**src/rtl/audio_nios_pio_led_pkg.sv**
```systemverilog
// Shared constants for the LED/output PIO: register map, field widths and pulse FSM states.
package audio_nios_pio_led_pkg;

  localparam int unsigned ADDR_W         = 3;
  localparam int unsigned BUS_W          = 32;
  localparam int unsigned PULSE_LEN_W    = 16;
  localparam int unsigned BLINK_PERIOD_W = 24;

  localparam logic [ADDR_W-1:0] ADDR_DATA         = 3'd0;
  localparam logic [ADDR_W-1:0] ADDR_PULSE_LEN    = 3'd1;
  localparam logic [ADDR_W-1:0] ADDR_PULSE        = 3'd2;
  localparam logic [ADDR_W-1:0] ADDR_BLINK_MASK   = 3'd3;
  localparam logic [ADDR_W-1:0] ADDR_OUTSET       = 3'd4;
  localparam logic [ADDR_W-1:0] ADDR_OUTCLEAR     = 3'd5;
  localparam logic [ADDR_W-1:0] ADDR_BLINK_PERIOD = 3'd6;
  localparam logic [ADDR_W-1:0] ADDR_STATUS       = 3'd7;

  typedef enum logic {
    IDLE   = 1'b0,
    ACTIVE = 1'b1
  } pulse_state_t;

endpackage

```
**src/rtl/audio_nios_pio_led_blink.sv**
```systemverilog
// Blink phase generator: phase toggles every `period` cycles; period 0 parks it low.
module audio_nios_pio_led_blink
  import audio_nios_pio_led_pkg::*;
(
  input  logic                      clk,
  input  logic                      reset,
  input  logic [BLINK_PERIOD_W-1:0] period,
  input  logic                      period_wr,
  output logic                      phase
);

  logic [BLINK_PERIOD_W-1:0] cnt;

  // A period rewrite restarts the pattern from a known low phase.
  always_ff @(posedge clk) begin
    if (reset || period_wr || (period == '0)) begin
      cnt   <= '0;
      phase <= 1'b0;
    end else if (cnt == period - BLINK_PERIOD_W'(1)) begin
      cnt   <= '0;
      phase <= ~phase;
    end else begin
      cnt   <= cnt + BLINK_PERIOD_W'(1);
    end
  end

endmodule

```
**src/rtl/audio_nios_pio_led.sv**
```systemverilog
// Avalon-MM LED/output PIO with set/clear, timed pulses, blinking and a pulse-done interrupt.
module audio_nios_pio_led
  import audio_nios_pio_led_pkg::*;
#(
  parameter int unsigned WIDTH = 10
) (
  input  logic              clk,
  input  logic              reset,
  input  logic [2:0]        address,
  input  logic              chipselect,
  input  logic              write_n,
  input  logic [31:0]       writedata,
  output logic [31:0]       readdata,
  output logic [WIDTH-1:0]  out_port,
  output logic              irq
);

  logic                      wr;
  logic [WIDTH-1:0]          wd;
  logic                      unused_wd;

  logic [WIDTH-1:0]          data;
  logic [WIDTH-1:0]          blink_mask;
  logic [PULSE_LEN_W-1:0]    pulse_len;
  logic [BLINK_PERIOD_W-1:0] blink_period;

  pulse_state_t              state;
  logic [WIDTH-1:0]          active;
  logic [WIDTH-1:0]          done;
  logic [PULSE_LEN_W-1:0]    count;

  logic                      pulse_wr;
  logic                      expire;
  logic [PULSE_LEN_W-1:0]    load_count;
  logic [WIDTH-1:0]          status_clr;
  logic [WIDTH-1:0]          done_next;
  logic [BUS_W-1:0]          rd_mux;
  logic                      phase;

  assign wr        = chipselect && !write_n;
  assign wd        = writedata[WIDTH-1:0];
  assign unused_wd = ^writedata[BUS_W-1:BLINK_PERIOD_W];

  // Programmable registers; OUTSET/OUTCLEAR act on DATA and hold no state of their own.
  always_ff @(posedge clk) begin
    if (reset) begin
      data         <= '0;
      blink_mask   <= '0;
      pulse_len    <= PULSE_LEN_W'(1);
      blink_period <= '0;
    end else if (wr) begin
      case (address)
        ADDR_DATA:         data         <= wd;
        ADDR_OUTSET:       data         <= data | wd;
        ADDR_OUTCLEAR:     data         <= data & ~wd;
        ADDR_PULSE_LEN:    pulse_len    <= writedata[PULSE_LEN_W-1:0];
        ADDR_BLINK_MASK:   blink_mask   <= wd;
        ADDR_BLINK_PERIOD: blink_period <= writedata[BLINK_PERIOD_W-1:0];
        default: ;
      endcase
    end
  end

  // A zero-length pulse still lasts one cycle so a start is never silently lost.
  assign pulse_wr   = wr && (address == ADDR_PULSE) && (wd != '0);
  assign load_count = (pulse_len == '0) ? PULSE_LEN_W'(1) : pulse_len;
  assign expire     = (state == ACTIVE) && (count == PULSE_LEN_W'(1));
  assign status_clr = (wr && (address == ADDR_STATUS)) ? wd : '0;
  assign done_next  = (done & ~status_clr) | (expire ? active : '0);

  // Pulse FSM; irq follows done_next so it tracks |done with no extra lag.
  always_ff @(posedge clk) begin
    if (reset) begin
      state  <= IDLE;
      active <= '0;
      count  <= '0;
      done   <= '0;
      irq    <= 1'b0;
    end else begin
      done <= done_next;
      irq  <= |done_next;
      case (state)
        IDLE: begin
          if (pulse_wr) begin
            active <= wd;
            count  <= load_count;
            state  <= ACTIVE;
          end
        end
        ACTIVE: begin
          if (expire) begin
            if (pulse_wr) begin
              active <= wd;
              count  <= load_count;
            end else begin
              active <= '0;
              count  <= '0;
              state  <= IDLE;
            end
          end else if (pulse_wr) begin
            active <= active | wd;
            count  <= load_count;
          end else begin
            count  <= count - PULSE_LEN_W'(1);
          end
        end
        default: state <= IDLE;
      endcase
    end
  end

  audio_nios_pio_led_blink u_blink (
    .clk       (clk),
    .reset     (reset),
    .period    (blink_period),
    .period_wr (wr && (address == ADDR_BLINK_PERIOD)),
    .phase     (phase)
  );

  // Read mux; write-only and strobe registers read back as zero.
  always_comb begin
    rd_mux = '0;
    case (address)
      ADDR_DATA:         rd_mux = BUS_W'(data);
      ADDR_PULSE_LEN:    rd_mux = BUS_W'(pulse_len);
      ADDR_PULSE:        rd_mux = BUS_W'(active);
      ADDR_BLINK_MASK:   rd_mux = BUS_W'(blink_mask);
      ADDR_BLINK_PERIOD: rd_mux = BUS_W'(blink_period);
      ADDR_STATUS: begin
        rd_mux            = BUS_W'(done);
        rd_mux[BUS_W-1]   = (state == ACTIVE);
      end
      default: rd_mux = '0;
    endcase
  end

  always_ff @(posedge clk) begin
    if (reset) begin
      readdata <= '0;
      out_port <= '0;
    end else begin
      readdata <= rd_mux;
      out_port <= ((data & ~blink_mask) | (blink_mask & {WIDTH{phase}})) | active;
    end
  end

endmodule

```
**config.mk**
```make
export PLATFORM = sky130hd
export DESIGN_NAME = audio_nios_pio_led
export DESIGN_NICKNAME = d
export VERILOG_FILES = /design/src/rtl/audio_nios_pio_led_pkg.sv /design/src/rtl/audio_nios_pio_led_blink.sv /design/src/rtl/audio_nios_pio_led.sv
export SDC_FILE = /design/constraint.sdc
export NUM_CORES = 1
export LEC_CHECK = 0
export CAP_MARGIN = 20
export CORE_ASPECT_RATIO = 1.2
export CORE_MARGIN = 3
export CORE_UTILIZATION = 50
export CTS_CLUSTER_SIZE = 8
export DETAILED_ROUTE_END_ITERATION = 8
export PLACE_DENSITY = 0.72
export SYNTH_ARGS = -nofsm -noshare
export SYNTH_HDL_FRONTEND = slang
export SYNTH_SLANG_ARGS = --single-unit
export TNS_END_PERCENT = 100
```
**constraint.sdc**
```tcl
create_clock -name clk -period 5.27 [get_ports clk]
set_clock_uncertainty 0.05 [all_clocks]
set_input_delay 1.054 -clock clk [delete_from_list [all_inputs] [get_ports clk]]
set_output_delay 1.054 -clock clk [all_outputs]
set_load 0.01 [all_outputs]
```
==> results of run 1 <==
[report_power, final]
group          total [mW]  internal [mW]  leakage (nW)  switching, mW
Combinational       0.234         0.0953          1.65          0.139
Sequential           1.23           1.21          1.28         0.0206
Clock                1.38          0.889         0.318          0.491
[cells by family (layout without fill, tap and decap cells)]
kind of cell               count (synthesis)  in the layout
buffers and inverters                     88            132
and+or+nand+nor                          406            406
AOI/OAI and AO/OA                        204            204
muxes                                     26             26
other                                      1              7
xor gates and xnor gates                  63             63
adders and majority gates                  4              4
DFF                                      158            158
[state kept, by name, indices dropped and copies added (netlist names), 10 cells and up]
| signal | cells |
|---|---|
| blink_period | 24 |
| active | 10 |
| u_blink.cnt | 24 |
| pulse_len | 16 |
| done | 10 |
| readdata | 25 |
| data | 10 |
| out_port | 10 |
| count | 16 |
| blink_mask | 10 |
[synth_stat cells (all sizes together), types with 3 or more instances]
cell | instances | share of area
a211o | 3 | 0.0034
a211oi | 20 | 0.020
a21oi | 88 | 0.058
a221oi | 8 | 0.0092
a222oi | 6 | 0.0079
a22oi | 19 | 0.019
a31oi | 4 | 0.0033
and2 | 11 | 0.0090
and3 | 4 | 0.0033
buf | 16 | 0.013
clkbuf | 50 | 0.025
dfxtp | 158 | 0.41
ha | 4 | 0.0066
inv | 21 | 0.010
mux2 | 11 | 0.016
mux2i | 14 | 0.018
nand2 | 136 | 0.067
nand2b | 6 | 0.0049
nand3 | 13 | 0.0085
nand4 | 10 | 0.0082
nor2 | 107 | 0.053
nor2b | 23 | 0.019
nor3 | 45 | 0.030
nor3b | 4 | 0.0039
nor4 | 22 | 0.023
nor4b | 3 | 0.0043
o21ai | 44 | 0.029
or2 | 5 | 0.0041
or3 | 6 | 0.0056
xnor2 | 42 | 0.048
xor2 | 20 | 0.023
[worst min path at each step]
stage                                     from                   end  cells past startpoint
after floorplan           data[0]$_SDFFE_PP0P_  data[0]$_SDFFE_PP0P_                      2
after global placement    data[9]$_SDFFE_PP0P_  data[9]$_SDFFE_PP0P_                      2
after detailed placement  data[3]$_SDFFE_PP0P_  data[3]$_SDFFE_PP0P_                      2
after CTS                 data[3]$_SDFFE_PP0P_  data[3]$_SDFFE_PP0P_                      2
after global routing      data[3]$_SDFFE_PP0P_  data[3]$_SDFFE_PP0P_                      2
final                     data[3]$_SDFFE_PP0P_  data[3]$_SDFFE_PP0P_                      2
[worst reg2reg max path, cell delays in order, from the launching register on]
cell and delay (ns):
dfxtp_1 0.58, inv_1 0.09, ha_1 0.31, xnor2_1 0.15, a211o_1 0.24, a211o_1 0.28
nor4_1 0.26, nand4_1 0.18, nor4_4 0.71, buf_4 0.31, nor3_1 0.07
[routing by layer]
metal / vias up / track usage
li1: 3365 / -
met1: 3237 / 0.319
met2: 247 / 0.412
met3: 50 / 0.0522
met4: 0 / 0.107
met5: - / 0
[stage by stage]
step           total power [mW]   util  cells  area, sq um  setup slack, ns
2_1_floorplan              1.41      -    956         7650             2.41
3_3_place_gp               1.49  0.570   1168         8360             1.60
3_5_place_dp               1.49  0.570   1168         8360             1.60
4_1_cts                    2.86  0.616   1200         9020             1.92
5_1_grt                    2.94  0.616   1200         9020             1.58
6_report                   2.85  0.616   1200         9020             1.94
[layout make-up]
type / instances / area share
Clock buffer: 22 / 0.0537
Clock inverter: 10 / 0.0202
Inverter: 22 / 0.00915
Multi-Input combinational cell: 710 / 0.456
Sequential cell: 158 / 0.351
Tap cell: 200 / 0.0277
Timing Repair Buffer: 78 / 0.0824
==> results.md, run 1 <==
* Worst-case clock buffer depth at 2
* Ys async rst share at 0
* Commonest non-fill, non-tap cell in the layout: dfxtp_1
* Routed wl met3 at 1280 um
* Power Density at 316 nW/um^2
* Post-Syn Area at 7620 sq um
* N_diodes at 0
* Post-synthesis register bit count at 158
* First-pass GRT wire length at 33,700 um
* Final routed DRC violation total at 0
* Post-route setup TNS at 0 ns
* Drt first pass iters at 5
* Met1 WL at 8780 um
* Initial Util at 0.520
* Rows at 48
* CP Cell Sequence: inv_1 -> ha_1 -> xnor2_1 -> a211o_1 -> a211o_1 -> nor4_1 -> nand4_1 -> nor4_4 -> buf_4 -> nor3_1
* Status: completed
* Post-synth EDFFs at 0
* Post-synthesis simple-gate area fraction at 0.255
* Multi-input gate area at 4120 sq um
* Most used cell, CP: a211o_1
* Largest family of logic cells by synthesized area: simple AND/OR/NAND/NOR gates
* Worst Setup End Kind: flip-flop
* Critical path depth in cells at 10
* DP Wirelength at 14,000 um
* Via density at 5.75
* Crit path capture: u_blink.cnt[21]$_SDFF_PP0_
* Crit path launch type: flip-flop
* Avg WL per Cell at 17.2 um
* Top Layer Used: met4
* Final net count at 1,030
* I/O Buffers at 66
* Most frequent cells in the layout: 158 x dfxtp_1, 136 x nand2_1, 107 x nor2_1, 88 x a21oi_1, 64 x clkdlybuf4s50_1
* Adder-Cell Fraction of Synth Area at 0.00656
* Setup bufs post-CTS at 0
* FF-to-FF path depth at 10
* Latest clock arrival within the worst-skew pair at 0.43 ns
* Total CTS buffers at 17
* Relative slew slack at 0.232
* Final Critical Period at 3.33 ns
* Family with the most delay on the worst path: simple AND/OR/NAND/NOR gates
* # fillers at 1,334
* CP Class: flip-flop to flip-flop
* Final Max Slew Viols at 0
* Starting DRT DRC Count at 646
* RSZ-0062 raised after global routing: no
* Die Wd at 119 um
* Hold crit path type: flip-flop to flip-flop
* Die area at 16,800 sq um
* Aggregate global routing overflow at 0
* Largest net degree at the start of global routing at 86
* Max VDD drop at 172 uV
* Initial antenna violation count at 0
* Ys Warns at 0
* Fin. Hold Viols at 0
* Die Y at 141 um
* Worst-path maximum fanout at 15
* Crit. Startpoint: blink_period[0]$_SDFFE_PP0P_
* Sequential fraction of the synthesis area at 0.415
* Worst Max-Slew Pin Slew at 1.15 ns
* Met2 Wirelength at 10,000 um
* Cells after Synth at 950
* Post-cts hold buffer count at 0
* CP Buf/Inv Count at 2
* Number of global-route vias before repair at 6,551
* FF-to-FF End: u_blink.cnt[21]$_SDFF_PP0_
* CTS tree: yes
* Ports at 82
* GPL Wtd Cong at 0.896
* Register area at 3160 sq um
* CORE AREA at 14,700 sq um
* Required @ worst endpoint at 5.53 ns
* Achievable Freq at 300 MHz
* CP arrival at 3.59 ns
* Main synth FF type: dfxtp_1
* Mux cell area share after synthesis at 0.0376
* Final hold slack at 0.432 ns
* Max-cap check violation count at 0
* Share of cells above drive strength 1 at 0.0690
* Root buf cell: clkbuf_16
* Layout area overhead at 18.4%
* All-layer global routing usage at 0.250
* Post-Syn Area per Cell at 8.02 sq um
* Post-DRT Antenna Nets at 0
* Clock transition at path regs at 0.06 ns
* Synth Area in XOR/XNOR at 0.0742
* Critical path's slowest cell: nor4_4
* Post-CTS resize count at 0
* Final wirelength at 20,700 um
* Leakage at 3.25 nW
* Clock Sinks at 158
* R2r setup slk at 1.94 ns
* Final setup vio count at 0
* Synth cell types at 63
* Tcrit/Tclk final at 0.632
* Area fraction in compound gates after synthesis at 0.162
* Total number of vias at 6,899
* Critical R2R Launch: blink_period[0]$_SDFFE_PP0P_
* Crit path largest cell delay at 0.71 ns
* H-tree levels at 4
(Power assumes the default switching activity.)
==> inputs of run 2 (changes only) <==
==> constraint.sdc (replaced) <==
create_clock -name clk -period 3.39 [get_ports clk]
set_clock_uncertainty 0.05 [all_clocks]
set_input_delay 0.678 -clock clk [delete_from_list [all_inputs] [get_ports clk]]
set_output_delay 0.678 -clock clk [all_outputs]
set_load 0.01 [all_outputs]
==> results.md, run 2 (synthesized netlist as in run 1, its figures left out) <==
* Status: completed
* Regs by FF count: readdata x25, blink_period x24, u_blink.cnt x24
* Crit path largest cell delay at 0.37 ns (-0.34 ns)
* Required @ worst endpoint at 3.65 ns (-1.88 ns)
* Worst Setup End Kind: flip-flop
* Drt first pass iters at 6 (+1)
* Avg WL per Cell at 17.3 um (+0.81%)
* Post-CTS resize count at 0 (unchanged)
* GR Layer Usage met1 at 0.333 (+0.0134)
* Met2 usage at 0.434 (+0.0225)
* Clock Sinks at 158 (unchanged)
* Leakage at 3.29 nW (+1.5%)
* CORE AREA at 14,700 sq um (unchanged)
* Commonest non-fill, non-tap cell in the layout: dfxtp_1
* Finished Layout Cells at 1,218 (+1.5%)
* Crit path launch type: flip-flop
* Final WS setup at 0.587 ns (-1.35 ns)
* Final hold slack at 0.448 ns (+0.0152 ns)
* Ports at 82 (unchanged)
* Placed Cells at 1,186 (+1.5%)
* Largest net degree at the start of global routing at 50 (-42%)
* All-layer global routing usage at 0.257 (+0.00704)
* Share of cells above drive strength 1 at 0.0835 (+0.0145)
* GPL Wtd Cong at 0.872 (-2.6%)
* Die area at 16,800 sq um (unchanged)
* Final net count at 1,048 (+1.7%)
* Worst Max-Slew Pin Slew at 0.880 ns (-0.268 ns)
* Final setup vio count at 0 (unchanged)
* Design area at 9070 sq um (+0.50%)
* Rows at 48 (unchanged)
* Max VDD drop at 327 uV (+90%)
* Max reg flops at 25 (unchanged)
* First-pass GRT wire length at 35,000 um (+4.0%)
* Latest clock arrival within the worst-skew pair at 0.44 ns (about the same)
* Global-route track usage on met3 at 0.0490 (-0.00319)
* Aggregate global routing overflow at 0 (unchanged)
* Final Util at 0.619 (+0.00307)
* Max-cap check violation count at 0 (unchanged)
* Achievable Freq at 357 MHz (+19%)
* Power Total at 4.18 mW (+47%)
* Starting DRT DRC Count at 807 (+25%)
* Number of global-route vias before repair at 6,783 (+3.5%)
* I/O Buffers at 66 (unchanged)
* Final Max Slew Viols at 0 (unchanged)
* Final wirelength at 21,100 um (+2.3%)
* CP Cell Sequence: inv_1 -> ha_1 -> nor4b_1 -> nand4b_1 -> xnor2_1 -> nor4_1 -> nand4_1 -> nor4_4 -> buf_4 -> nor3b_1
* GR peak layer: met2
* Fin. Hold Viols at 0 (unchanged)
* Most frequent cells in the layout: 158 x dfxtp_1, 136 x nand2_1, 107 x nor2_1, 88 x a21oi_1, 64 x clkdlybuf4s50_1
* H-tree levels at 4 (unchanged)
* Placed Area at 8490 sq um (+1.6%)
* Hold crit path type: flip-flop to flip-flop
* Initial Util at 0.520 (unchanged)
* Post-route setup TNS at 0 ns (unchanged)
* CTS tree: yes
* Setup bufs post-CTS at 0 (unchanged)
* Final Critical Period at 2.80 ns (-0.530 ns)
* Die Wd at 119 um (unchanged)
* RSZ-0062 raised after global routing: no
* Critical path's slowest cell: nor4b_1
* Top reg by flops: readdata
* Power Density at 461 nW/um^2 (+46%)
* N_diodes at 0 (unchanged)
* Total number of vias at 7,061 (+2.3%)
* Post-cts hold buffer count at 0 (unchanged)
* Worst-path maximum fanout at 24 (+9)
* Via density at 5.80 (+0.84%)
* Post-DRT Antenna Nets at 0 (unchanged)
* Relative slew slack at 0.412 (+0.180)
* CP arrival at 3.07 ns (-0.52 ns)
* DP Wirelength at 14,500 um (+3.5%)
* Worst-case clock buffer depth at 2 (unchanged)
* Place WS at 0.245 ns (-1.36 ns)
* Root buf cell: clkbuf_16
* Initial antenna violation count at 0 (unchanged)
* Final routed DRC violation total at 0 (unchanged)
* Tcrit/Tclk final at 0.827 (+0.194)
* Die Y at 141 um (unchanged)
* Clock transition at path regs at 0.06 ns (about the same)
* CP Class: flip-flop to flip-flop
* Total CTS buffers at 17 (unchanged)
* Layout area overhead at 19.0%
-- run 2: critical path, delay by kind of cell (launching register included) --
family,cells,cell delay (ns)
XOR/XNOR,1,0.21
adder cells (fa/ha/maj),1,0.33
buffers and inverters,2,0.38
flip-flops,1,0.32
AND/OR/NAND/NOR,6,1.40
-- run 2: layout make-up --
cell class	count	area, sq um
clock buffers	22	464
flip-flops and latches	158	3160
well taps	200	250
fillers	1308	5590
multi-input cells	710	4120
repair buffers	96	878
inverters	22	82.6
clock inverters	10	113
-- run 2: power breakdown --
| group | switching, mW | total [mW] | internal (mW) |
|---|---|---|---|
| Sequential | 0.0312 | 1.92 | 1.88 |
| Combinational | 0.222 | 0.380 | 0.158 |
| Clock | 0.764 | 1.88 | 1.12 |
| Total | 1.02 | 4.18 | 3.16 |
-- run 2: path summary, 6_finish.rpt --
kind,start,endpoint,slack (ns),cells past startpoint
worst max-delay path,blink_period[0]$_SDFFE_PP0P_,u_blink.cnt[1]$_SDFF_PP0_,0.59,10
worst min-delay path,pulse_len[12]$_SDFFE_PP0P_,pulse_len[12]$_SDFFE_PP0P_,0.45,2
worst max register to register,blink_period[0]$_SDFFE_PP0P_,u_blink.cnt[1]$_SDFF_PP0_,0.59,10
worst min register to register,pulse_len[12]$_SDFFE_PP0P_,pulse_len[12]$_SDFFE_PP0P_,0.45,2
-- run 2: per-layer routing --
metal | vias to the layer above | wire length (um)
met4 | 0 | 594
met5 | - | 0
met3 | 56 | 1300
met2 | 281 | 10400
met1 | 3315 | 8860
li1 | 3409 | -
